File: config.mk
export PLATFORM = sky130hd
export DESIGN_NAME = vga_sync_decoder
export DESIGN_NICKNAME = d
export VERILOG_FILES = /design/src/rtl/vga_sync_decoder.sv
export SDC_FILE = /design/constraint.sdc
export NUM_CORES = 1
export LEC_CHECK = 0
export CORE_AREA = 8 8 91 93
export CTS_CLUSTER_SIZE = 30
export DETAILED_ROUTE_END_ITERATION = 12
export DIE_AREA = 0 0 99 101
export GPL_TIMING_DRIVEN = 0
export PLACE_DENSITY = 0.77
export SLEW_MARGIN = 5
export SYNTH_ARGS = -nofsm -noshare
export SYNTH_HDL_FRONTEND = slang
export SYNTH_SLANG_ARGS = --single-unit
File: constraint.sdc
create_clock -name clk -period 7.04 [get_ports clk]
set_clock_uncertainty 0.1 [all_clocks]
set_input_delay 2.112 -clock clk [delete_from_list [all_inputs] [get_ports clk]]
set_output_delay 2.112 -clock clk [all_outputs]
set_load 0.05 [all_outputs]
File: src/rtl/vga_sync_decoder.sv
// ---------------------------------------------------------------------------
// vga_sync_decoder
//
// Recovers pixel/line counters and blanking from an hsync/vsync pair that is
// synchronous to the pixel clock. It checks every sync edge against the
// nominal timing, realigns on every edge, and reports lock and error status.
//
// Ports
//   clk          pixel clock
//   rst_n        asynchronous active-low reset
//   hsync        horizontal sync, active high
//   vsync        vertical sync, active high
//   hcount       recovered pixel column (source column delayed by one cycle)
//   vcount       recovered line
//   hblnk        high while hcount >= H_ACT
//   vblnk        high while vcount >= V_ACT
//   frame_start  one-cycle pulse when outputs show 0/0 outside SEARCH
//   locked       high in LOCKED
//   sync_err     one-cycle pulse on any edge arriving at the wrong position
//   err_cnt      saturating count of sync_err pulses
// ---------------------------------------------------------------------------
module vga_sync_decoder #(
  parameter int H_TOT       = 1056,
  parameter int H_ACT       = 800,
  parameter int H_SYNC_S    = 840,
  parameter int H_SYNC_E    = 968,
  parameter int V_TOT       = 628,
  parameter int V_ACT       = 600,
  parameter int V_SYNC_S    = 601,
  parameter int V_SYNC_E    = 605,
  parameter int LOCK_FRAMES = 2,
  parameter int TIMEOUT     = 2112
) (
  input  logic        clk,
  input  logic        rst_n,
  input  logic        hsync,
  input  logic        vsync,
  output logic [10:0] hcount,
  output logic [10:0] vcount,
  output logic        hblnk,
  output logic        vblnk,
  output logic        frame_start,
  output logic        locked,
  output logic        sync_err,
  output logic [7:0]  err_cnt
);

  localparam logic [1:0] ST_SEARCH = 2'd0;
  localparam logic [1:0] ST_ALIGN  = 2'd1;
  localparam logic [1:0] ST_LOCKED = 2'd2;

  localparam int GW = $clog2(LOCK_FRAMES + 1);
  localparam int WW = $clog2(TIMEOUT + 1);

  localparam logic [10:0] H_LAST  = 11'(H_TOT - 1);
  localparam logic [10:0] V_LAST  = 11'(V_TOT - 1);
  localparam logic [10:0] H_ACT_C = 11'(H_ACT);
  localparam logic [10:0] V_ACT_C = 11'(V_ACT);
  localparam logic [10:0] HSS_C   = 11'(H_SYNC_S);
  localparam logic [10:0] HSE_C   = 11'(H_SYNC_E);
  localparam logic [10:0] VSS_C   = 11'(V_SYNC_S);
  localparam logic [10:0] VSE_C   = 11'(V_SYNC_E);
  localparam logic [GW-1:0] LOCK_C  = GW'(LOCK_FRAMES);
  localparam logic [WW-1:0] WD_LAST = WW'(TIMEOUT - 1);

  // ---------------- edge detection (bit 0 = hsync, bit 1 = vsync) --------
  logic [1:0] sync_in;
  logic [1:0] sync_rise;
  logic [1:0] sync_fall;

  assign sync_in = {vsync, hsync};

  generate
    for (genvar gi = 0; gi < 2; gi++) begin : g_edge
      logic prev_reg;
      always_ff @(posedge clk or negedge rst_n) begin
        if (!rst_n) prev_reg <= 1'b0;
        else        prev_reg <= sync_in[gi];
      end
      assign sync_rise[gi] = sync_in[gi] & ~prev_reg;
      assign sync_fall[gi] = ~sync_in[gi] & prev_reg;
    end
  endgenerate

  logic h_rise, h_fall, v_rise, v_fall;
  assign h_rise = sync_rise[0];
  assign h_fall = sync_fall[0];
  assign v_rise = sync_rise[1];
  assign v_fall = sync_fall[1];

  // ---------------- state ------------------------------------------------
  logic [1:0]    state_reg, state_next;
  logic [GW-1:0] good_reg, good_next, good_inc;
  logic          dirty_reg, dirty_next;
  logic [WW-1:0] wdog_reg, wdog_next;
  logic [10:0]   h_next, v_next;
  logic          err_next;
  logic [7:0]    err_cnt_next;

  // Free-running prediction of where the counters go if no edge intervenes.
  logic [10:0] nh, nv;
  assign nh = (hcount == H_LAST) ? 11'd0 : hcount + 11'd1;
  assign nv = (nh != 11'd0) ? vcount : ((vcount == V_LAST) ? 11'd0 : vcount + 11'd1);

  logic mismatch;
  assign mismatch = (h_rise && (nh != HSS_C)) ||
                    (h_fall && (nh != HSE_C)) ||
                    (v_rise && ((nh != 11'd0) || (nv != VSS_C))) ||
                    (v_fall && ((nh != 11'd0) || (nv != VSE_C)));

  // Watchdog expires when it would count past TIMEOUT-1 without an hsync rise.
  logic timeout;
  assign timeout = ~h_rise && (wdog_reg == WD_LAST);

  assign good_inc = dirty_reg ? good_reg : good_reg + GW'(1);

  always_comb begin
    state_next   = state_reg;
    good_next    = good_reg;
    dirty_next   = dirty_reg;
    h_next       = nh;
    v_next       = nv;
    err_next     = 1'b0;
    err_cnt_next = err_cnt;
    wdog_next    = (h_rise || timeout) ? '0 : wdog_reg + WW'(1);

    if (timeout) begin
      // Loss of sync: silent drop back to SEARCH.
      state_next = ST_SEARCH;
      h_next     = 11'd0;
      v_next     = 11'd0;
    end else begin
      case (state_reg)
        ST_SEARCH: begin
          h_next = 11'd0;
          v_next = 11'd0;
          if (v_rise) begin
            v_next     = VSS_C;
            good_next  = '0;
            dirty_next = 1'b0;
            state_next = ST_ALIGN;
          end
        end
        ST_ALIGN, ST_LOCKED: begin
          // Every edge snaps the counters to where that edge belongs; the
          // vsync loads come last so they win over a coincident hsync edge.
          if (h_rise) h_next = HSS_C;
          if (h_fall) h_next = HSE_C;
          if (v_rise) begin
            h_next = 11'd0;
            v_next = VSS_C;
          end
          if (v_fall) begin
            h_next = 11'd0;
            v_next = VSE_C;
          end

          if (mismatch) begin
            err_next     = 1'b1;
            err_cnt_next = (err_cnt == 8'hFF) ? err_cnt : err_cnt + 8'd1;
            dirty_next   = 1'b1;
            good_next    = '0;
            state_next   = ST_ALIGN;
          end else if (v_rise && (state_reg == ST_ALIGN)) begin
            good_next  = good_inc;
            dirty_next = 1'b0;
            if (good_inc == LOCK_C) state_next = ST_LOCKED;
          end
        end
        default: begin
          state_next = ST_SEARCH;
          h_next     = 11'd0;
          v_next     = 11'd0;
        end
      endcase
    end
  end

  always_ff @(posedge clk or negedge rst_n) begin
    if (!rst_n) begin
      state_reg   <= ST_SEARCH;
      good_reg    <= '0;
      dirty_reg   <= 1'b0;
      wdog_reg    <= '0;
      hcount      <= 11'd0;
      vcount      <= 11'd0;
      hblnk       <= 1'b0;
      vblnk       <= 1'b0;
      frame_start <= 1'b0;
      locked      <= 1'b0;
      sync_err    <= 1'b0;
      err_cnt     <= 8'd0;
    end else begin
      state_reg   <= state_next;
      good_reg    <= good_next;
      dirty_reg   <= dirty_next;
      wdog_reg    <= wdog_next;
      hcount      <= h_next;
      vcount      <= v_next;
      // Status outputs derive from next values so they line up with counters.
      hblnk       <= (h_next >= H_ACT_C);
      vblnk       <= (v_next >= V_ACT_C);
      frame_start <= (h_next == 11'd0) && (v_next == 11'd0) && (state_next != ST_SEARCH);
      locked      <= (state_next == ST_LOCKED);
      sync_err    <= err_next;
      err_cnt     <= err_cnt_next;
    end
  end

endmodule

==> results.md <==
- Synth-to-Final Area Change: 16.0%
- Dpl ws: around 2.1 ns
- Power, Total: 0.000895 W
- DR vias/cell: between 6 and 7
- PwrDens: between 200 and 250 nW/um^2
- Synth top area share: between 30% and 40%
- Post-route ant nets: 0
- Layout cells sized above 1: a little under an eighth
- Synth Area in Simple Gates: roughly 30%
- Initial core utilization: 53.5%
- Fin area: 4310 um^2
- Worst skew pair latency: about 0.31 ns
- GRT Total Usage: 18.6%
- ANT cells: 0
- Resized cells post-CTS: 0
- Avg WL per Cell: roughly 17 um
- Max FFs per register: 12
- RSZ-0062 raised after global routing: false
- Max-slew headroom: between 40% and 50%
- Area contributors post-synth: dfrtp_1 (36%), xnor2_1 (4.0%), nor2_1 (3.5%)
- R2R depth: 10
- DRC Markers: 0
- Total I/O pin count: 39
- CP Class: in2reg
- Clock power share: 20.0%
- WHS: between 0.4 and 0.5 ns
- 1st-iter DRT viols: about 160
- H-tree levels: 2
- Via count: around 3300
- Initial antenna violation count: 0
- Die Span X: 99 um
- Leak Pwr: approximately 1.7 nW
- Worst-path fanout max: 7
- Clock Sinks: 54
- Vias in the first global route: roughly 3200
- Critical path arrival: about 4.7 ns
- WHS Endpoint: err_cnt[5]
- Final Slew Violations: 0
- Slew @ Worst Pin: 0.887 ns
- Hold-fix buffers, CTS: 0
- Max Cap Violations: 0
- Avg Synthesized Cell Area: between 9 and 10 um^2
- Routed wire length: just over 9 mm
- GRT Residual Overflow: 0
- Fin nets: around 470
- Multiplexer share of the synthesized area: about 2.4%
- Critical path endpoint category: flip-flop
- GP Congestion: between 0.9 and 1
- XOR/XNOR share of the synthesized area: under 10%
- Distinct cell type count after synthesis: between 80 and 90
- Hold/Removal Path Class: reg2reg
- Cells after synthesis: just over 400
- Switching portion of total power: around 39%
- Min-delay src: err_cnt[5]
- EDFF count, synth: 0
- Hold Vio Cnt, Final: 0
- Synth Area in Adders: ~2.4%
- Largest family of logic cells by synthesized area: simple AND/OR/NAND/NOR gates
- Synth area leader: dfrtp_1
- Num rows: 31
- Commonest cells post-synth: dfrtp_1 (54), nor2_1 (35), nand2_1 (34), nand3_1 (22), xnor2_1 (17)
- Clock transition at the registers of the reported paths: 0.10 ns
- Sequential share of power: between 40 and 50%
- Syn nets: 420
- Compound-Gate Fraction of Synth Area: 17.5%
- Peak supply drop: roughly 0.21 mV
- Cell Int Power: 0.000542 W
- Cell Area, Synth: between 3000 and 4000 um^2
- Seq/Total Area, Yosys: 36.4%
- Combinational Power Share: between 30% and 40%
- CP required: roughly 7 ns
- Drt first pass iters: 4
- Psw: around 0.00035 W
- CTS tree: done
- Fmax: 218 MHz
- Core outline area: 6940 um^2
- Setup TNS: 0 ns
- Port-buffer cells: 38
- R2r endpoint: frame_start
- First-pass GRT wire length: 15.3 mm
- Post-CTS setup buffers: 0
- Warnings, synthesis: 0
- Worst R2R Start: hcount[0]
- Post-route setup slack: between 2 and 2.5 ns
- Endpoints failing setup: 0
- Clk buf depth: 2
- Top_reg_cell synth: dfrtp_1
- Placed inst area: between 4000 and 5000 um^2
- DPL Wire Length: 6.77 mm
- Root Buffer Master: clkbuf_8
- Startpoint types: primary input
- Die H: 101 um
- CTS Buf Count: 5
- R2R Setup Slk: 3.52 ns
- Crit share post-route: 65.1%
- Largest net degree at the start of global routing: 32
- Asr flop ratio synth: 100%
- Fin crit period: approximately 4.6 ns
- Status: complete, no violations
- Hold path depth: 1
- Most common cell in the synthesized netlist: dfrtp_1
- Die area: approximately 10000 um^2
- Yosys reg bits: 54
[how the worst max path moves through the flow]
| stage | from | to | slack, ns |
|---|---|---|---|
| after detailed placement | vsync | frame_start | 2.11 |
| after floorplan | hsync | frame_start | 3.28 |
| after CTS | vsync | frame_start | 2.44 |
| final | vsync | frame_start | 2.46 |
| after global placement | vsync | frame_start | 2.11 |
| after global routing | vsync | frame_start | 2.18 |
[layout make-up]
cell class | count | area (um^2)
clock buffer | 6 | 72.6
inverter | 16 | 60.1
multi-input combinational | 319 | 2180
timing repair buffer | 39 | 403
clock inverter | 2 | 17.5
tap | 82 | 103
sequential | 54 | 1350
buffer | 20 | 128
fill | 614 | 2630
[per-layer routing]
layer	track usage, %	up-vias	wire length [um]
met4	6.14	0	120
li1	-	1598	-
met1	23.4	1619	4140
met2	31.3	79	4410
met3	3.31	12	418
met5	0	-	0
[worst max-delay path, stage by stage]
cell	delay (ns)
clkdlybuf4s50_1	0.50
xnor2_1	0.56
nand3_1	0.24
a2111oi_0	0.66
a221oi_1	0.14
nand4b_1	0.16
a211oi_1	0.07
nand4b_1	0.15
nor4_2	0.06
[cells by family after synthesis]
| group | count (synthesis) |
|---|---|
| buffers and inverters | 36 |
| flip-flops | 54 |
| multiplexers | 8 |
| XOR/XNOR | 26 |
| adder cells (fa/ha/maj) | 7 |
| AND/OR/NAND/NOR | 192 |
| AO/OA/AOI/OAI | 86 |
[power groups by stage]
stage	Sequential [W]	Clock, W	Combinational, W
finish	0.000393	0.000179	0.000324
CTS	0.000392	0.000184	0.000327
floorplan	0.000492	0	0.000125
global route	0.000399	0.000197	0.000346
global placement	0.000396	0	0.000319
detailed placement	0.000398	0	0.000324
[layout by cell type, fill, tap and decap left out, types with 4 or more instances in the layout]
cell type        synthesis  layout
nand2_1                 34      34
nand3_1                 22      22
xor2_1                   9       9
and2_1                   8       8
clkdlybuf4s50_1          0      37
and3_1                   5       5
buf_2                    3       4
or3_1                    7       7
nor2_1                  35      35
nand2b_1                 9       9
a211oi_1                 6       6
nor2b_1                  7       7
mux2i_1                  5       5
o21ai_1                  4       4
inv_1                   16      16
nand4_1                 11      11
clkbuf_8                 0       5
or4_1                    8       8
xnor2_1                 17      17
o21ai_0                 10      10
dfrtp_1                 54      54
clkbuf_1                 8       9
a21oi_1                 15      15
o31ai_1                  4       4
nor3_1                   8       8
nor3b_1                  4       4
buf_6                    5       5
ha_1                     7       7
[stage by stage]
stage / utilization (%) / instances
after global routing: 62.1 / 538
after detailed placement: 60.8 / 530
final: 62.1 / 538
after CTS: 62.1 / 538
after global placement: 60.5 / 529
after floorplan: - / 409
(Power assumes the default switching activity.)
==> patch 1 (same settings) <==
Register the inputs `hsync` and `vsync` before use. The logic sees them one clock later.
--- a/src/rtl/vga_sync_decoder.sv
+++ b/src/rtl/vga_sync_decoder.sv
@@ -63,12 +63,20 @@
   localparam logic [GW-1:0] LOCK_C  = GW'(LOCK_FRAMES);
   localparam logic [WW-1:0] WD_LAST = WW'(TIMEOUT - 1);
 
+  logic hsync_q;
+  logic vsync_q;
+
+  always_ff @(posedge clk) begin
+    hsync_q <= hsync;
+    vsync_q <= vsync;
+  end
+
   // ---------------- edge detection (bit 0 = hsync, bit 1 = vsync) --------
   logic [1:0] sync_in;
   logic [1:0] sync_rise;
   logic [1:0] sync_fall;
 
-  assign sync_in = {vsync, hsync};
+  assign sync_in = {vsync_q, hsync_q};
 
   generate
     for (genvar gi = 0; gi < 2; gi++) begin : g_edge
Check against the original RTL: not equivalent (Yosys sat finds a counterexample within 4 cycles, from zero or initial values and one cycle with rst_n low).
==> patch 1 against the original RTL <==
  * Setup slack improved by 0.63 ns
  * Core utilization shrank 3.6 points
  * Clock power about the same
  * Total power grew 34%
  * Die area stayed put
  * Design area decreased by 5.9%
  * Area after synthesis down 6.5%
  * Count of clock-buffer cells in the layout fell by 1
  * Sequential cell count is 2 higher
  * Critical path depth rose by 2
  * Routed wire length down 7.2%
  * Register-to-register slack worse by 0.43 ns
  * Non-clock buffer count is 4 lower
  * Critical path type is now register to register
  * Critical endpoint unchanged
==> patch 1: results <==
group,metric,value,unit
grt,grt_pass1_vias,3113,
detailed_routing,routedLengthMet1,3.836,mm
logic_synthesis,synth_cell_types,61,
worst_hold_path,min_to,"g_edge[1].prev_reg",
grt,grt_util_met1,22.23,%
finish,nets,443,
finish,layout-drive-gt1-share,6.697,%
detailed_routing,dr_wl_met3,475,µm
logic_synthesis,synth.net_count,397,
logic_synthesis,synth_area_leaders,"dfrtp_1 (39%), xnor2_1 (5.0%), nor2_1 (3.6%)",
detailed_routing,dr_wl_met2,3.930,mm
outcome,status,"completed",
grt,use_met2,28.07,%
grt,use_met3,2.901,%
setup_path,cp_slowest_cell,"dfrtp_1",
finish,inverters_excl_clock,8,
pwr,internal_power,0.6579,mW
worst_hold_path,min_from,"vsync_q",
detailed_routing,dr.first_iter.drc_count,225,
placed_design,post-dp-hpwl,6.253,mm
finish,clock_area_share,2.158,%
detailed_routing,routed_wl,8.433,mm
setup_path,reg2reg_from,"hcount[1]",
setup_path,ff2ff_setup_slack,3.09,ns
setup_path,slowest_delay,0.52,ns
grt,grt.total_usage,17.21,%
finish,seq_cells,56,
setup_path,ff2ff_path_depth,11,
[patch 1: stage by stage]
| stage | setup WS, ns | utilization, % | std cells | hold WS [ns] | instance area, µm² |
|---|---|---|---|---|---|
| final | 3.091 | 58.46 | 515 | 0.2828 | 4059 |
| after global routing | 2.841 | 58.46 | 515 | 0.2951 | 4059 |
| after CTS | 3.117 | 58.46 | 515 | 0.2852 | 4059 |
| after detailed placement | 3.209 | 57.20 | 507 | 0.2715 | 3971 |
| after global placement | 2.120 | 56.98 | 506 | 0.2663 | 3956 |
| after floorplan | 3.341 | - | 386 | 0.2539 | 3473 |
[patch 1: logic make-up (layout without fill, tap and decap cells)]
| group | after synthesis | count (layout) | synth area share (%) |
|---|---|---|---|
| AOI/OAI and AO/OA | 87 | 87 | 18.26 |
| and+or+nand+nor | 183 | 183 | 28.60 |
| DFF | 56 | 56 | 40.06 |
| buffers and inverters | 24 | 71 | 2.990 |
| xor gates and xnor gates | 26 | 26 | 6.556 |
| muxes | 3 | 3 | 1.009 |
| adders and majority gates | 7 | 7 | 2.521 |
[patch 1: power groups by stage]
| stage | clock network [mW] | registers (mW) | logic (mW) |
|---|---|---|---|
| final | 0.179 | 0.458 | 0.565 |
| after global routing | 0.194 | 0.471 | 0.609 |
| after CTS | 0.183 | 0.457 | 0.566 |
| after detailed placement | 0 | 0.462 | 0.564 |
| after global placement | 0 | 0.460 | 0.557 |
| after floorplan | 0 | 0.613 | 0.233 |
[patch 1: worst max-delay path by stage]
stage,start,to,slack [ns],cells past startpoint
2_1_floorplan,hcount[1],err_cnt[1],3.34,11
3_3_place_gp,rst_n,vblnk,2.12,1
3_5_place_dp,hcount[1],frame_start,3.21,11
4_1_cts,hcount[1],hcount[1],3.12,1
5_1_grt,hcount[1],frame_start,2.84,11
6_report,hcount[1],frame_start,3.09,11
==> patch 2 (same settings) <==
Made on the original files. The parameter `TIMEOUT` goes from 2112 to 8448.
--- a/src/rtl/vga_sync_decoder.sv
+++ b/src/rtl/vga_sync_decoder.sv
@@ -29,7 +29,7 @@
   parameter int V_SYNC_S    = 601,
   parameter int V_SYNC_E    = 605,
   parameter int LOCK_FRAMES = 2,
-  parameter int TIMEOUT     = 2112
+  parameter int TIMEOUT     = 8448
 ) (
   input  logic        clk,
   input  logic        rst_n,
Check against the original RTL: no difference found for any inputs over 10 cycles, from zero or initial values and one cycle with rst_n low; that may be too few to reach the edited logic, so the function may still have changed.
==> patch 2 against the original RTL <==
  * Sequential cell count is 2 higher
  * Routed wire length is 4.5% lower
  * Non-clock buffer count is 2 lower
  * Design area is 3.3% lower
  * Area after synthesis is 3.3% lower
  * Setup slack worse by 0.13 ns
  * First-iteration DRC count is 44% higher
  * Via count is 4.7% lower
  * Total power is 3.6% lower
==> patch 2: results <==
group,metric,value,unit
setup_path,slowest_delay,0.55,ns
logic_synthesis,synth_area_leaders,"dfrtp_1 (39%), nor2_1 (4.9%), xor2_1 (4.1%)",
logic_synthesis,yosys-top-cells-count,"dfrtp_1 (56), nor2_1 (47), nand2_1 (28)",
detailed_routing,vias,3152,
detailed_routing,dr.first_iter.drc_count,234,
logic_synthesis,synth_warnings,0,
grt,grt_util_met1,22.23,%
setup_path,reg2reg_from,"hcount[1]",
placed_design,gp_congestion,0.9219,
pwr,ir_drop,247.1,µV
setup_path,rr_endpoint,"err_cnt[1]",
finish,layout-drive-gt1-share,11.34,%
setup_path,cp_slowest_cell,"clkdlybuf4s50_1",
logic_synthesis,synth_cell_types,72,
grt,use_met2,30.35,%
detailed_routing,drt-pass1-iter-count,4,
grt,grt_max_degree,40,
setup_path,ff2ff_setup_slack,3.64,ns
timing,relSlewSlack,56.21,%
logic_synthesis,synth.net_count,406,
grt,grt_pass1_vias,3110,
setup_path,worstSetupStartpoint,"hsync",
pwr,p_leak,1.649,nW
setup_path,ff2ff_path_depth,11,
outcome,status,"completed",
logic_synthesis,seq_area_frac_synth,39.01,%
setup_path,arrival,4.85,ns
finish,nets,452,
grt,grt_pass1_wl,14.66,mm
placed_design,post-dp-hpwl,6.468,mm
finish,largest_reg_flops,14,
grt,grt.total_usage,17.61,%
setup_path,crit_family,"simple AND/OR/NAND/NOR gates",
detailed_routing,routed_wl,8.676,mm
pwr,switchingPower,0.3301,mW
cts,clk_pin_slew,0.10,ns
==> patch 2: per-layer routing <==
metal  wire length [µm]  up-vias
li1                   -     1518
met1               3842     1544
met2               4355       81
met3                398        9
met4                 80        0
met5                  0        -
==> patch 2: worst min path at each step <==
| stage | endpoint | slack [ns] | depth (start not counted) | start |
|---|---|---|---|---|
| final | err_cnt[6] | 0.40 | 1 | err_cnt[6] |
| after floorplan | wdog_reg[0] | 0.38 | 1 | wdog_reg[0] |
| after global routing | wdog_reg[0] | 0.44 | 1 | wdog_reg[0] |
| after global placement | err_cnt[6] | 0.38 | 1 | err_cnt[6] |
| after detailed placement | err_cnt[6] | 0.38 | 1 | err_cnt[6] |
| after CTS | err_cnt[6] | 0.40 | 1 | err_cnt[6] |
==> patch 2: area by class of cell <==
type,count,area (µm²)
Clock inverter,2,12.51
Timing Repair Buffer,39,395.4
Fill cell,594,2771
Sequential cell,56,1401
Buffer,18,122.6
Clock buffer,5,68.82
Inverter,19,71.32
Multi-Input combinational cell,302,1997
Tap cell,82,102.6
==> patch 2: power by group through the flow <==
stage | combinational [mW] | clock [mW] | sequential, mW
CTS | 0.292 | 0.175 | 0.407
global route | 0.311 | 0.188 | 0.414
global placement | 0.286 | 0 | 0.411
finish | 0.290 | 0.166 | 0.407
floorplan | 0.107 | 0 | 0.499
detailed placement | 0.291 | 0 | 0.412
==> patch 2: logic make-up (layout without fill, tap and decap cells) <==
family	Yosys count	count (layout)	synth area share, %
AO/OA/AOI/OAI	78	78	16.23
XOR/XNOR	27	27	6.792
adder cells (fa/ha/maj)	9	9	2.995
buffers and inverters	37	83	5.399
flip-flops	56	56	39.01
multiplexers	1	1	0.4179
AND/OR/NAND/NOR	187	187	29.15
==> patch 2: through the flow <==
stage                     hold WS [ns]  setup slack (ns)  area, µm²  instances
after floorplan                 0.3754             2.965       3592        395
after global placement          0.3834             2.060       4075        515
after detailed placement        0.3834             2.062       4090        516
after CTS                       0.3998             2.389       4172        523
after global routing            0.4426             2.217       4172        523
final                           0.4001             2.330       4172        523
